[src/rtl/program_loader_if.sv]
// program_loader_if: bundles the byte-stream handshake, the instruction-memory
// load bus and the load status lines between the loader and its environment.
//   start            single-cycle load request
//   in_data/in_valid byte source side of the handshake
//   in_ready         loader accepts a byte this cycle
//   load_addr/_data  write address (PC load) and assembled word (memory din)
//   load_we          one-cycle memory write enable per word
//   cpu_hold         processor held in reset while high
//   busy/done        load in progress / last load completed
// master = program_loader, slave = byte source plus memory/PC side.
interface program_loader_if #(
  parameter int addr_width = 8,
  parameter int data_width = 16
) ();
  logic                  start;
  logic [7:0]            in_data;
  logic                  in_valid;
  logic                  in_ready;
  logic [addr_width-1:0] load_addr;
  logic [data_width-1:0] load_data;
  logic                  load_we;
  logic                  cpu_hold;
  logic                  busy;
  logic                  done;

  modport master (
    input  start, in_data, in_valid,
    output in_ready, load_addr, load_data, load_we, cpu_hold, busy, done
  );

  modport slave (
    output start, in_data, in_valid,
    input  in_ready, load_addr, load_data, load_we, cpu_hold, busy, done
  );
endinterface

[src/rtl/program_loader.sv]
// program_loader: receives a header byte H followed by (H+1) words of
// data_width/8 bytes each (MSB first) and writes the words to consecutive
// instruction-memory addresses starting at 0, holding the CPU in reset until
// the load completes.
//   clk  rising-edge clock
//   rst  synchronous reset, active low
//   bus  program_loader_if.master (stream in, load bus out, status)
//
// state   | meaning
// --------+-----------------------------------------------------------
// S_IDLE  | after reset, waiting for start; CPU held
// S_HDR   | accepting the header byte (word count - 1)
// S_BYTE  | accepting data bytes of the current word
// S_SETUP | address/word stable one cycle ahead of the write strobe
// S_WRITE | load_we high for one cycle; next word or finish
// S_DONE  | load complete, CPU released; start begins a reload
module program_loader #(
  parameter int addr_width = 8,
  parameter int data_width = 16
) (
  input  logic clk,
  input  logic rst,
  program_loader_if.master bus
);
  localparam int BPW  = data_width / 8;
  localparam int IDXW = (BPW > 1) ? $clog2(BPW) : 1;
  localparam logic [IDXW-1:0] LAST_IDX = IDXW'(BPW - 1);

  typedef enum logic [2:0] {
    S_IDLE,
    S_HDR,
    S_BYTE,
    S_SETUP,
    S_WRITE,
    S_DONE
  } state_t;

  state_t                state_q, state_d;
  logic [addr_width-1:0] addr_q, addr_d;
  logic [addr_width-1:0] count_q, count_d;
  logic [data_width-1:0] data_q, data_d;
  logic [IDXW-1:0]       idx_q, idx_d;
  logic [addr_width-1:0] hdr_count;
  logic                  in_ready;

  // Header holds count-1. Narrow memories clip it to the last address so the
  // address counter can never wrap within a load.
  generate
    if (addr_width < 8) begin : g_clip
      localparam logic [7:0] HDR_MAX = 8'((1 << addr_width) - 1);
      assign hdr_count = (bus.in_data > HDR_MAX) ? HDR_MAX[addr_width-1:0]
                                                 : bus.in_data[addr_width-1:0];
    end else begin : g_ext
      assign hdr_count = addr_width'(bus.in_data);
    end
  endgenerate

  always_ff @(posedge clk) begin
    if (!rst) begin
      state_q <= S_IDLE;
      addr_q  <= '0;
      count_q <= '0;
      data_q  <= '0;
      idx_q   <= '0;
    end else begin
      state_q <= state_d;
      addr_q  <= addr_d;
      count_q <= count_d;
      data_q  <= data_d;
      idx_q   <= idx_d;
    end
  end

  always_comb begin
    state_d  = state_q;
    addr_d   = addr_q;
    count_d  = count_q;
    data_d   = data_q;
    idx_d    = idx_q;
    in_ready = 1'b0;
    case (state_q)
      S_IDLE: begin
        if (bus.start) state_d = S_HDR;
      end
      S_HDR: begin
        in_ready = 1'b1;
        if (bus.in_valid) begin
          count_d = hdr_count;
          addr_d  = '0;
          idx_d   = '0;
          state_d = S_BYTE;
        end
      end
      S_BYTE: begin
        in_ready = 1'b1;
        if (bus.in_valid) begin
          // Shift in from the LSB side so the first byte lands in the MSBs.
          data_d = (data_q << 8) | data_width'(bus.in_data);
          if (idx_q == LAST_IDX) begin
            state_d = S_SETUP;
          end else begin
            idx_d = idx_q + 1'b1;
          end
        end
      end
      S_SETUP: begin
        state_d = S_WRITE;
      end
      S_WRITE: begin
        if (addr_q == count_q) begin
          state_d = S_DONE;
        end else begin
          addr_d  = addr_q + 1'b1;
          idx_d   = '0;
          state_d = S_BYTE;
        end
      end
      S_DONE: begin
        if (bus.start) state_d = S_HDR;
      end
      default: begin
        state_d = S_IDLE;
      end
    endcase
  end

  assign bus.in_ready  = in_ready;
  assign bus.load_addr = addr_q;
  assign bus.load_data = data_q;
  assign bus.load_we   = (state_q == S_WRITE);
  assign bus.done      = (state_q == S_DONE);
  assign bus.cpu_hold  = (state_q != S_DONE);
  assign bus.busy      = (state_q != S_IDLE) && (state_q != S_DONE);
endmodule
[src/flat_wrapper.sv]
// flat-port wrapper written by rule: the top's interface ports become plain ports
module program_loader_flat 
#(
  parameter int addr_width = 8,
  parameter int data_width = 16
)
  (clk, rst, bus_start, bus_in_data, bus_in_valid, bus_in_ready, bus_load_addr, bus_load_data, bus_load_we, bus_cpu_hold, bus_busy, bus_done);
  program_loader_if #(.addr_width(addr_width), .data_width(data_width)) bus_i ();
  input  logic clk;
  input  logic rst;
  input wire logic [$bits(bus_i.start)-1:0] bus_start;
  input wire logic [$bits(bus_i.in_data)-1:0] bus_in_data;
  input wire logic [$bits(bus_i.in_valid)-1:0] bus_in_valid;
  output wire logic [$bits(bus_i.in_ready)-1:0] bus_in_ready;
  output wire logic [$bits(bus_i.load_addr)-1:0] bus_load_addr;
  output wire logic [$bits(bus_i.load_data)-1:0] bus_load_data;
  output wire logic [$bits(bus_i.load_we)-1:0] bus_load_we;
  output wire logic [$bits(bus_i.cpu_hold)-1:0] bus_cpu_hold;
  output wire logic [$bits(bus_i.busy)-1:0] bus_busy;
  output wire logic [$bits(bus_i.done)-1:0] bus_done;
  assign bus_i.start = bus_start;
  assign bus_i.in_data = bus_in_data;
  assign bus_i.in_valid = bus_in_valid;
  assign bus_in_ready = bus_i.in_ready;
  assign bus_load_addr = bus_i.load_addr;
  assign bus_load_data = bus_i.load_data;
  assign bus_load_we = bus_i.load_we;
  assign bus_cpu_hold = bus_i.cpu_hold;
  assign bus_busy = bus_i.busy;
  assign bus_done = bus_i.done;
  program_loader #(.addr_width(addr_width), .data_width(data_width)) u_core (.clk(clk), .rst(rst), .bus(bus_i));
endmodule
[config.mk]
export PLATFORM = sky130hd
export DESIGN_NAME = program_loader_flat
export DESIGN_NICKNAME = d
export VERILOG_FILES = /design/src/rtl/program_loader_if.sv /design/src/rtl/program_loader.sv /design/src/flat_wrapper.sv
export SDC_FILE = /design/constraint.sdc
export NUM_CORES = 1
export LEC_CHECK = 0
export CAP_MARGIN = 0
export CORE_UTILIZATION = 45
export CTS_CLUSTER_DIAMETER = 100
export DETAILED_ROUTE_END_ITERATION = 6
export PLACE_DENSITY = 0.72
export SLEW_MARGIN = 10
export SYNTH_ARGS = -nofsm -noshare
export SYNTH_HDL_FRONTEND = slang
export SYNTH_SLANG_ARGS = --single-unit
[constraint.sdc]
create_clock -name clk -period 2.1 [get_ports clk]
set_input_delay 0.21 -clock clk [delete_from_list [all_inputs] [get_ports clk]]
set_output_delay 0.21 -clock clk [all_outputs]
set_load 0.01 [all_outputs]
==> results of run 1 <==
## worst min-delay path by stage
| stage | endpoint | slack (ns) | cells after the start |
|---|---|---|---|
| after floorplan | u_core.count_q[0] | 0.35 | 2 |
| after detailed placement | u_core.bus.load_data[11] | 0.45 | 2 |
| after CTS | u_core.bus.load_data[10] | 0.46 | 2 |
| after global routing | u_core.bus.load_data[9] | 0.48 | 2 |
| after global placement | u_core.bus.load_data[14] | 0.45 | 2 |
| final | u_core.bus.load_data[14] | 0.46 | 2 |
## metal layers
| layer | wire length [µm] | global-route usage |
|---|---|---|
| met2 | 2130 | 0.343 |
| met5 | 0 | 0 |
| met4 | 55 | 0.104 |
| met1 | 2000 | 0.290 |
| met3 | 232 | 0.0483 |
## cells in the mapped netlist
library cell,n,area [µm²]
nand3_1,11,55.1
o22ai_1,3,18.8
a2111o_1,1,11.3
o21bai_1,2,15.0
nand3b_1,1,7.51
o31ai_1,1,7.51
and3_1,3,18.8
mux2i_1,3,30.0
a21oi_1,27,135
a311oi_1,2,17.5
ha_1,1,12.5
or3_1,1,6.26
buf_6,3,33.8
buf_1,3,11.3
buf_4,2,15.0
nor2_1,7,26.3
buf_2,7,35.0
nor3_1,3,15.0
nand4_1,2,12.5
inv_1,5,18.8
o311ai_0,1,8.76
and4_2,1,10.0
or4_1,6,45.0
and4_1,3,26.3
dfxtp_1,36,721
a32oi_1,1,8.76
xnor2_2,4,65.1
o21a_1,1,7.51
xnor2_1,5,43.8
a31oi_1,4,25.0
o211ai_1,1,7.51
nand2_1,60,225
nor4_1,5,31.3
o21ai_0,5,25.0
nor4bb_1,1,10.0
clkbuf_1,6,22.5
nor2b_1,4,25.0
nand2b_1,4,25.0
or3b_4,1,11.3
o311ai_1,1,8.76
## cell type report
cell class	count	area share
well taps	48	0.0252
clock inverters	2	0.0147
multi-input cells	176	0.422
clock buffers	6	0.0305
flip-flops and latches	36	0.303
inverters	5	0.00789
repair buffers	49	0.197
## flip-flops by register name, indices dropped and copies added, names as in the netlist
register              flops
u_core.bus.load_addr      8
u_core.bus.load_data     16
u_core.count_q            8
u_core.idx_q              1
u_core.state_q            3
## timing repair
action / CTS / global route
setup buffers: 0 / 0
gates resized for setup: 1 / 0
endpoints found under the setup margin: 1 / 0
## critical path, stage by stage, from the launching register on
cell and delay, ns:
dfxtp_1 0.43, or3b_4 0.45, inv_2 0.13, clkdlybuf4s50_1 0.55
## logic make-up after synthesis
logic type,Yosys count,synth area share
compound gates,50,0.160
buf+inv,26,0.0735
simple gates,113,0.297
fa+ha+maj,1,0.00674
flops,36,0.388
xor+xnor,9,0.0587
mux,3,0.0162
## power breakdown
part | internal, mW | switching, mW | total (mW) | leakage (nW)
Clock | 0.352 | 0.248 | 0.601 | 0.0552
Sequential | 0.698 | 0.0166 | 0.715 | 0.291
Combinational | 0.0889 | 0.109 | 0.198 | 0.472
Total | 1.14 | 0.374 | 1.51 | 0.818
## stage by stage
stage,instances,area (µm²)
2_1_floorplan,238,1860
3_3_place_gp,314,2270
5_1_grt,322,2380
3_5_place_dp,314,2270
6_report,322,2380
4_1_cts,322,2380
==> run_results.csv, run 1 <==
group,metric,value,unit
outcome,status,"finished, final reports clean",
routing,drt_iter0_markers,185,
sta,max_freq,0.488,GHz
grt,grt_pass1_vias,1609,
worst_setup_path,arrival,1.84,ns
routing,routed_wl,4.42,mm
cells_and_area,num_antenna_cells,0,
placed_design,gp_congestion,0.797,
cells_and_area,regArea,721,µm²
sta,final-setup-viol-count,0,
sta,finalClockSkew,0.00615,ns
clock_tree,hold_buffers,0,
worst_setup_path,r2r-start,"u_core.bus.load_addr[3]",
logic_synthesis,postSynthAreaPerCell,7.80,µm²
grt,grt_max_degree,26,
logic_synthesis,netlist_area,1860,µm²
power_and_ir_drop,cellLeakagePower,0.818,nW
sta,setup_ws,0.0503,ns
worst_setup_path,rrSetupSlack,0.23,ns
clock_tree,numCtsBuffers,5,
routing,wire_per_inst,13.7,µm
clock_tree,numClockSinks,36,
worst_setup_path,worst-path-max-fanout,12,
grt,grt_pass1_wl,7.33,mm
worst_setup_path,worstSetupPathType,"flop to output pin",
cells_and_area,layout_commonest_cell,"nand2_1",
floorplan,core_area,3800,µm²
worst_hold_path,hold_path.class,"flop to flop",
sta,tns,0,ns
floorplan,rows,22,
logic_synthesis,yosysSeqAreaShare,0.388,
cells_and_area,final_util,0.626,
placed_design,place_hpwl,3.08,mm
cells_and_area,area_delta_synth_final,28.3,%
power_and_ir_drop,powerDensity,636,nW/µm²
clock_tree,cts_root_buffer,"clkbuf_8",
cells_and_area,fin_nets,286,
power_and_ir_drop,peakVddDrop,0.331,mV
worst_setup_path,r2r-end,"u_core.bus.load_addr[6]",
sta,tightestPinTransition,0.501,ns
logic_synthesis,synth_seq_cells,36,
worst_setup_path,setup.worst_path.end,"bus_load_we",
grt,grtUsageTotal,0.221,
routing,drt_first_pass_iters,6,
routing,drc,0,
cells_and_area,drive_gt1_frac,0.0876,
routing,viasPerCell,5.56,
grt,antenna_found_initial,0,
grt,gr-total-overflow,0,
clock_tree,cts_buffer_depth,2,
placed_design,pre_cts_ws,0.265,ns
worst_setup_path,crit_path_end_kind,"output pin",
floorplan,die_area,4380,µm²
sta,holdWs,0.460,ns
cells_and_area,fillers,353,
logic_synthesis,synthCells,238,
worst_hold_path,hold_path.startpoint,"u_core.bus.load_data[14]",
sta,final_max_slew_viol_count,0,
logic_synthesis,syn_nets,251,
sta,relSlewSlack,0.666,
cells_and_area,multi_input_area,1000,µm²
clock_tree,cts_tree,"yes",
routing,via_count,1791,
job,cap_viol_max_count,0,
worst_setup_path,critPathLaunch,"u_core.state_q[0]",
floorplan,die_h,66.2,µm
cells_and_area,final_cell_mix,"nand2_1 (60), clkdlybuf4s50_1 (40), dfxtp_1 (36), a21oi_1 (27), nand3_1 (11)",
clock_tree,h-tree-depth,2,
sta,min_period,2.05,ns
placed_design,portBuffers,40,
worst_setup_path,reg2regPathDepth,4,
routing,antenna_left,0,
worst_setup_path,required,1.89,ns
floorplan,fp.dieW,66.2,µm
worst_setup_path,cp-start-kind,"flop",
clock_tree,clk_pin_slew,0.07,ns
sta,rsz0062_at_grt,"false",
floorplan,ioPinCount,41,
sta,finalHoldViolCount,0,
logic_synthesis,yosys_warnings,0,
logic_synthesis,synth_cell_types,40,
power_and_ir_drop,finalPower,1.51,mW
sta,post-route-period-util,0.976,
floorplan,start_util,0.488,
clock_tree,insertion_delay,0.29,ns
Note: power is estimated with default switching activity, not from simulation.
==> inputs of run 2 (changes only) <==
- MAX_ROUTING_LAYER: default -> met4
==> run_results.csv, run 2 (synthesis results as in run 1) <==
group,metric,value,unit
grt,grt_pass1_wl,7.32,mm
power_and_ir_drop,p_switching,372,µW
clock_tree,post_cts_buffers,0,
worst_hold_path,hold_path.class,"flop to flop",
clock_tree,clk_pin_slew,0.07,ns
sta,finalHoldViolCount,0,
grt,grtUsageTotal,0.227,
power_and_ir_drop,pwr-share-seq,0.473,
routing,routed_wl,4.40,mm
sta,relSlewSlack,0.665,
placed_design,portBuffers,40,
floorplan,die_h,66.2,µm
clock_tree,numCtsBuffers,5,
worst_setup_path,arrival,1.84,ns
routing,antenna_left,0,
routing,wire_per_inst,13.7,µm
cells_and_area,fin_nets,286,
clock_tree,insertion_delay,0.29,ns
floorplan,fp.dieW,66.2,µm
sta,setup_ws,0.0513,ns
routing,via_count,1769,
power_and_ir_drop,pwr-share-clk,0.396,
sta,final_max_slew_viol_count,0,
floorplan,ioPinCount,41,
cells_and_area,area_delta_synth_final,28.3,%
placed_design,gp_congestion,0.809,
power_and_ir_drop,switching_share,0.246,
cells_and_area,final_cell_mix,"nand2_1 (60), clkdlybuf4s50_1 (40), dfxtp_1 (36), a21oi_1 (27), nand3_1 (11)",
placed_design,place_hpwl,3.08,mm
routing,drc,0,
worst_setup_path,reg2regPathDepth,4,
floorplan,core_area,3800,µm²
worst_setup_path,r2r-start,"u_core.bus.load_addr[2]",
sta,tightestPinTransition,0.502,ns
worst_hold_path,hold_path.startpoint,"u_core.bus.load_data[14]",
clock_tree,cts_tree,"yes",
sta,rsz0062_at_grt,"false",
worst_setup_path,cp-start-kind,"flop",
power_and_ir_drop,cellLeakagePower,0.818,nW
worst_setup_path,r2r-end,"u_core.bus.load_addr[6]",
sta,final-setup-viol-count,0,
floorplan,rows,22,
clock_tree,cts_buffer_depth,2,
worst_hold_path,hold_depth,2,
sta,finalClockSkew,0.00614,ns
sta,min_period,2.05,ns
cells_and_area,layout_commonest_cell,"nand2_1",
clock_tree,numClockSinks,36,
grt,grt_max_degree,26,
power_and_ir_drop,peakVddDrop,0.331,mV
routing,drt_iter0_markers,165,
clock_tree,cts_root_buffer,"clkbuf_8",
worst_setup_path,rrSetupSlack,0.24,ns
grt,grt_pass1_vias,1609,
grt,antenna_found_initial,0,
power_and_ir_drop,p_int,1.14,mW
placed_design,pre_cts_ws,0.265,ns
worst_setup_path,crit_path_end_kind,"output pin",
worst_hold_path,hold-path-endpoint,"u_core.bus.load_data[14]",
sta,tns,0,ns
clock_tree,h-tree-depth,2,
cells_and_area,largest_register_ffs,16,
worst_setup_path,required,1.89,ns
grt,gr-total-overflow,0,
worst_setup_path,worst-path-max-fanout,12,
power_and_ir_drop,powerDensity,635,nW/µm²
cells_and_area,num_antenna_cells,0,
worst_setup_path,worstSetupPathType,"flop to output pin",
job,cap_viol_max_count,0,
sta,post-route-period-util,0.976,
routing,viasPerCell,5.49,
cells_and_area,drive_gt1_frac,0.0876,
power_and_ir_drop,power_frac_comb,0.131,
routing,drt_first_pass_iters,4,
floorplan,start_util,0.488,
floorplan,die_area,4380,µm²
outcome,status,"finished, final reports clean",
sta,max_freq,0.488,GHz
-- run 2: cell counts in the layout (fill, tap and decap cells not counted) --
Identical to the previous run, type by type.
-- run 2: area by class of cell --
type,count,area (µm²)
fillers,353,1420
multi-input cells,176,1000
flip-flops and latches,36,721
repair buffers,49,468
clock buffers,6,72.6
well taps,48,60.1
clock inverters,2,35.0
inverters,5,18.8
-- run 2: stage by stage --
| stage | util | area [µm²] | power [mW] | hold slack (ns) | cells |
|---|---|---|---|---|---|
| after CTS | 0.626 | 2380 | 1.52 | 0.459 | 322 |
| after global placement | 0.598 | 2270 | 0.927 | 0.445 | 314 |
| after global routing | 0.626 | 2380 | 1.57 | 0.483 | 322 |
| after floorplan | - | 1860 | 0.853 | 0.346 | 238 |
| final | 0.626 | 2380 | 1.51 | 0.460 | 322 |
| after detailed placement | 0.598 | 2270 | 0.928 | 0.446 | 314 |
-- run 2: timing repair --
item                       4_1_cts  5_1_grt
resized for setup                1        0
hold buffers                     0        0
setup endpoints to repair        1        0
-- run 2: metal layers --
layer | global-route usage | wire length, µm
met4 | 0.104 | 55
met3 | 0.0483 | 212
met2 | 0.342 | 2140
met1 | 0.290 | 1990
met5 | - | 0
-- run 2: power groups by stage --
| stage | clock [mW] | sequential (mW) | combinational [mW] |
|---|---|---|---|
| 5_1_grt | 0.637 | 0.718 | 0.217 |
| 3_3_place_gp | 0 | 0.730 | 0.197 |
| 2_1_floorplan | 0 | 0.726 | 0.127 |
| 6_report | 0.599 | 0.715 | 0.198 |
| 4_1_cts | 0.609 | 0.715 | 0.198 |
| 3_5_place_dp | 0 | 0.731 | 0.197 |
-- run 2: worst max-delay path by stage --
stage                                  from                 endpoint  slack [ns]  cells past startpoint
detailed placement             bus_in_valid  u_core.bus.load_addr[2]        0.26                      6
floorplan           u_core.bus.load_addr[5]  u_core.bus.load_addr[5]        0.54                      6
finish                    u_core.state_q[0]              bus_load_we        0.05                      3
CTS                       u_core.state_q[0]              bus_load_we        0.06                      3
global route              u_core.state_q[0]              bus_load_we       0.008                      3
global placement    u_core.bus.load_addr[2]  u_core.bus.load_addr[6]        0.24                      4
-- run 2: critical path, stage by stage, from the launching register on --
cell             delay (ns)
dfxtp_1                0.42
or3b_4                 0.45
inv_2                  0.13
clkdlybuf4s50_1        0.55
